**src/rtl/lsu_mem_master.sv**
```systemverilog
// Load/store master for a big-endian byte-array DM: word-aligned accesses, sub-word RMW stores.
// Optional range check enabled by defining LSU_BOUNDS_CHECK_EN.
module lsu_mem_master #(
    parameter int MEM_BYTES = 8
) (
    input  logic        clk,
    input  logic        rst_n,
    input  logic        req_valid,
    output logic        req_ready,
    input  logic        req_write,
    input  logic [1:0]  req_size,
    input  logic        req_unsigned,
    input  logic [31:0] req_addr,
    input  logic [31:0] req_wdata,
    output logic        resp_valid,
    output logic [31:0] resp_rdata,
    output logic        resp_error,
    output logic [31:0] MemAddr,
    output logic [31:0] MemWriteData,
    output logic        MemWrite,
    input  logic [31:0] MemReadData,
    output logic [1:0]  o_dbg_state
);

    // Handshake: a request transfers on a posedge where req_valid & req_ready; req_ready is
    // high only in IDLE, and exactly one resp_valid pulse answers each transferred request.
    typedef enum logic [1:0] {S_IDLE = 2'd0, S_READ = 2'd1, S_WRITE = 2'd2, S_RESP = 2'd3} state_t;

    if ((MEM_BYTES % 4) != 0) begin : g_bad_mem_bytes
        $error("MEM_BYTES must be a multiple of 4");
    end

    state_t      r_state, w_next;
    logic        r_write, r_unsigned, r_err, r_mem_write;
    logic [1:0]  r_size, r_off;
    logic [31:0] r_wdata, r_rdata, r_mem_addr, r_mem_wdata;

    logic        w_accept, w_req_err, w_word_store;
    logic [4:0]  w_bsh, w_hsh;
    logic [7:0]  w_byte;
    logic [15:0] w_half;
    logic [31:0] w_merged, w_extract;

    assign w_accept     = req_valid && req_ready;
    assign w_word_store = req_write && (req_size == 2'd2);

    always_comb begin
        w_req_err = 1'b0;
        unique case (req_size)
            2'd0:    w_req_err = 1'b0;
            2'd1:    w_req_err = req_addr[0];
            2'd2:    w_req_err = (req_addr[1:0] != 2'b00);
            default: w_req_err = 1'b1;
        endcase
`ifdef LSU_BOUNDS_CHECK_EN
        begin
            logic [32:0] w_nbytes, w_end;
            w_nbytes = (req_size == 2'd0) ? 33'd1 : (req_size == 2'd1) ? 33'd2 : 33'd4;
            w_end    = {1'b0, req_addr} + w_nbytes;
            if (w_end > 33'(MEM_BYTES)) w_req_err = 1'b1;
        end
`endif
    end

    // Big-endian lanes: byte offset k sits at bit 24-8k, so the shift is (3-k)*8.
    assign w_bsh  = {~r_off, 3'b000};
    assign w_hsh  = r_off[1] ? 5'd0 : 5'd16;
    assign w_byte = 8'(MemReadData >> w_bsh);
    assign w_half = 16'(MemReadData >> w_hsh);

    always_comb begin
        w_merged  = r_wdata;
        w_extract = MemReadData;
        unique case (r_size)
            2'd0: begin
                w_merged  = (MemReadData & ~(32'h0000_00FF << w_bsh)) | ({24'b0, r_wdata[7:0]} << w_bsh);
                w_extract = r_unsigned ? {24'b0, w_byte} : {{24{w_byte[7]}}, w_byte};
            end
            2'd1: begin
                w_merged  = (MemReadData & ~(32'h0000_FFFF << w_hsh)) | ({16'b0, r_wdata[15:0]} << w_hsh);
                w_extract = r_unsigned ? {16'b0, w_half} : {{16{w_half[15]}}, w_half};
            end
            default: begin
                w_merged  = r_wdata;
                w_extract = MemReadData;
            end
        endcase
    end

    always_ff @(posedge clk or negedge rst_n) begin
        if (!rst_n) r_state <= S_IDLE;
        else        r_state <= w_next;
    end

    always_comb begin
        w_next = r_state;
        unique case (r_state)
            S_IDLE: begin
                if (w_accept) begin
                    if (w_req_err)         w_next = S_RESP;
                    else if (w_word_store) w_next = S_WRITE;
                    else                   w_next = S_READ;
                end
            end
            S_READ:  w_next = r_write ? S_WRITE : S_RESP;
            S_WRITE: w_next = S_RESP;
            default: w_next = S_IDLE;
        endcase
    end

    always_comb begin
        req_ready   = (r_state == S_IDLE);
        resp_valid  = (r_state == S_RESP);
        resp_error  = (r_state == S_RESP) && r_err;
        o_dbg_state = r_state;
    end

    always_ff @(posedge clk or negedge rst_n) begin
        if (!rst_n) begin
            r_write     <= 1'b0;
            r_unsigned  <= 1'b0;
            r_err       <= 1'b0;
            r_size      <= 2'd0;
            r_off       <= 2'd0;
            r_wdata     <= 32'd0;
            r_rdata     <= 32'd0;
            r_mem_addr  <= 32'd0;
            r_mem_wdata <= 32'd0;
            r_mem_write <= 1'b0;
        end else begin
            r_mem_write <= 1'b0;
            unique case (r_state)
                S_IDLE: begin
                    if (w_accept) begin
                        r_write    <= req_write;
                        r_unsigned <= req_unsigned;
                        r_size     <= req_size;
                        r_off      <= req_addr[1:0];
                        r_wdata    <= req_wdata;
                        r_err      <= w_req_err;
                        if (w_req_err || req_write) r_rdata <= 32'd0;
                        // An erroring request leaves the DM port untouched.
                        if (!w_req_err) begin
                            r_mem_addr <= {req_addr[31:2], 2'b00};
                            if (w_word_store) begin
                                r_mem_write <= 1'b1;
                                r_mem_wdata <= req_wdata;
                            end
                        end
                    end
                end
                S_READ: begin
                    if (r_write) begin
                        r_mem_write <= 1'b1;
                        r_mem_wdata <= w_merged;
                    end else begin
                        r_rdata <= w_extract;
                    end
                end
                default: ;
            endcase
        end
    end

    assign resp_rdata   = r_rdata;
    assign MemAddr      = r_mem_addr;
    assign MemWriteData = r_mem_wdata;
    assign MemWrite     = r_mem_write;

endmodule
```
**config.mk**
```make
export PLATFORM = sky130hd
export DESIGN_NAME = lsu_mem_master
export DESIGN_NICKNAME = d
export VERILOG_FILES = /design/src/rtl/lsu_mem_master.sv
export SDC_FILE = /design/constraint.sdc
export NUM_CORES = 1
export LEC_CHECK = 0
export ABC_AREA = 0
export BUFFER_PORTS_ARGS = -buffer_cell sky130_fd_sc_hd__buf_2
export CAP_MARGIN = 20
export CORE_UTILIZATION = 56
export DETAILED_ROUTE_END_ITERATION = 6
export PLACE_DENSITY = 0.94
export SLEW_MARGIN = 20
export SYNTH_ARGS = -nofsm -noshare
export SYNTH_HDL_FRONTEND = slang
export SYNTH_SLANG_ARGS = --single-unit
```
**constraint.sdc**
```tcl
create_clock -name clk -period 3.62 [get_ports clk]
set_input_delay 0.724 -clock clk [delete_from_list [all_inputs] [get_ports clk]]
set_output_delay 0.724 -clock clk [all_outputs]
set_load 0.03 [all_outputs]
```
==> metrics.txt <==
Crit-path slowest cell=o21ai_2; DR iter-0 viols=706; Clock Pin Slew Worst Setup and Hold Paths=0.06 ns; flops & latches, synth=136; met3 Track Usage GR=0.07864; cts hold-fix bufs=0; Initial Utilization=0.5793; diode count=0; crit start category=flop; post-route minimum period=slightly below 3 ns; VDD IR max=0.0005793 V; vias per cell=6.330; vias in the first global route=5897; leading area contributor after synthesis=dfrtp_1; mapped cell area=6987 um2; initial antenna violation count=1; Final nets=924; Primary FF master, synth=dfrtp_1; total wire length=between 20 and 25 mm; CTS tree=yes; Worst-Skew Late Latency=0.42 ns; busiest layer in global routing=met2; maximum clock path buffer count=2; gp weighted congestion=0.9085; Synth area leaders=dfrtp_1, mux2_2, o31ai_1, o21ai_0, mux2i_1; status=completed; Post-Syn Instances=643; WP data required=roughly 3.9 ns; Crit Path Class=reg -> reg; fraction of registers with async set/reset=1.000; FMAX=339.8 MHz; Worst R2R Start=o_dbg_state[1]; R2R Setup Slk=slightly below 0.7 ns; Final TNS setup=0 ns; type of the most critical hold path=in -> async; Final Setup Violations=0; RSZ-0062 raised after global routing=false; Total Routing Usage GR=0.3264; Slew HR=0.3024; largest net degree at the start of global routing=91; met1 Use GR=0.4424; CTS Buf Count=17; sequential element share of the synthesized area=0.4871; core footprint=12060 um2; CTS sink count=136; share of post-route cells with drive strength above 1=0.4000; # resized after CTS=0; Yosys warnings=0; dpl hpwl=14.34 mm; synth unique cells=58; CTS root buf=clkbuf_16; Fin. Hold Viols=0; met2 usage=0.4963; Worst Path Arrival=approximately 3.2 ns; Die Wd=113.7 um; grt total ovfl=0; via count=6317; Slew Limit Fails=0; H-tree depth=4; Slew @ Worst Pin=1.043 ns; first-pass GRT wire length=roughly 32 mm; EDFF count, synth=0; PwrDens=1070 nW/um2; DRC=0; Worst Setup SP=o_dbg_state[1]; CP max stage delay=0.69 ns; die area=12930 um2; Crit. End Element=flop; cells along the critical path=inv_1 -> ha_1 -> buf_4 -> nor2b_1 -> o21ai_2 -> or2_2 -> o31ai_1; Detail Route Antenna Nets=0; first drt pass iteration count=6; Placed Area=8033 um2; row count=40; Post-Layout Cell Count=~1000; WHS=0.3774 ns; MaxCap Viol Count=0; area share of the largest cell type after synthesis=0.4871; DP Cell Count=966; Post-CTS Setup Bufs=0; Leak=between 4 and 5 nW; I/O pin cnt=205; Avg WL per Cell=20.42 um; port bufs=202; Final Skew=0.01010 ns; Area growth syn-to-layout=24.10%; cell area after layout=8671 um2; Final Cycle Share=0.8129; CP max FO=52; Die Height=about 110 um; Avg Cell Area, Syn=roughly 11 um2
power breakdown:
group | switching [mW] | internal (mW) | total [mW]
clock | 0.649 | 1.20 | 1.85
combinational | 2.92 | 1.65 | 4.57
sequential | 0.606 | 2.25 | 2.86
total | 4.17 | 5.11 | 9.28
state kept, by name (all words and copies together), names as in the netlist:
| signal | flops |
|---|---|
| r_unsigned | 1 |
| resp_rdata | 32 |
| r_write | 1 |
| r_off | 2 |
| MemWriteData | 32 |
| r_size | 2 |
| r_wdata | 32 |
| MemWrite | 1 |
| r_err | 1 |
| o_dbg_state | 2 |
| MemAddr | 30 |
critical path: cells and delay by family (launching register included):
family,cells,cell delay [ns]
simple gates,2,0.77
flops,1,0.42
compound gates,2,0.87
buf+inv,2,0.55
fa+ha+maj,1,0.15
Yosys cell counts, types with 3 or more instances:
library cell  instances
nand4_1               8
inv_1                11
buf_6                 4
mux2_2               72
buf_2                10
o21bai_1              3
ha_1                  4
a221oi_1              9
nand2_1              32
a221o_1               7
a21oi_1              14
o2111a_1              6
nor2b_1              20
nor4_1                3
clkbuf_1             27
o211ai_1              6
o221ai_1              7
a32o_1                7
a21o_1                9
buf_4                 3
a31oi_1               6
nor2_1               36
nor3b_1               3
dfrtp_1             136
o21ai_0              48
o21a_1                9
a21boi_0              8
buf_1                13
a211oi_1              8
mux2i_1              16
nor3_1                9
o22ai_1               9
nand2b_1              5
mux2_4                6
o31ai_1              42
or2_2                 3
final timing paths:
check                                         to  cells after the start
worst max-delay path               resp_rdata[5]                      7
worst max register to register     resp_rdata[5]                      7
max in group asynchronous             MemAddr[4]                      2
min in group clk                MemWriteData[27]                      1
worst min-delay path            MemWriteData[16]                      1
worst min register to register  MemWriteData[27]                      1
stage by stage:
stage               power, mW  worst slack (ns)  utilization
global route            9.730            0.4196       0.7189
detailed placement      7.332            0.7515       0.6660
global placement        7.176            0.8281       0.6660
finish                  9.280            0.6774       0.7189
CTS                     9.227            0.7152       0.7189
floorplan               6.135             1.116            -
logic make-up (layout without fill, tap and decap cells):
| family | Yosys count | after routing | share of synthesized area |
|---|---|---|---|
| AO/OA/AOI/OAI | 209 | 209 | 0.2140 |
| adder cells (fa/ha/maj) | 4 | 4 | 0.007164 |
| buffers and inverters | 70 | 256 | 0.04549 |
| flip-flops | 136 | 136 | 0.4871 |
| multiplexers | 95 | 95 | 0.1535 |
| other | 1 | 2 | 0.0005367 |
| AND/OR/NAND/NOR | 128 | 128 | 0.09223 |
layer usage:
metal / wire [um] / vias up
met4: 688 / 0
li1: - / 2750
met5: 0 / -
met3: 2190 / 78
met2: 9453 / 426
met1: 8044 / 3063
layout by cell type, fill, tap and decap left out, types with 4 or more instances in the layout:
cell	count
mux2i_1	16
clkinv_2	4
nand2b_1	5
clkbuf_16	17
a21o_1	9
mux2_4	6
o21a_1	9
o2111a_1	6
a32o_1	7
a221o_1	7
mux2_2	72
o22ai_1	9
ha_1	4
a21boi_0	8
a21oi_1	14
o31ai_1	42
a31oi_1	6
nor3_1	9
buf_2	201
buf_4	9
nand2_1	32
nand4_1	8
o221ai_1	7
nor2b_1	20
o21ai_0	48
bufinv_16	4
a211oi_1	8
inv_1	11
nor2_1	36
a221oi_1	9
dfrtp_1	136
o211ai_1	6
layout make-up:
| class | count | area [um2] |
|---|---|---|
| inverters | 12 | 45.04 |
| fillers | 824 | 3391 |
| well taps | 168 | 210.2 |
| clock buffers | 20 | 466.7 |
| flip-flops and latches | 136 | 3403 |
| repair buffers | 212 | 1105 |
| clock inverters | 12 | 171.4 |
| multi-input cells | 438 | 3269 |
Note: power is estimated with default switching activity, not from simulation.
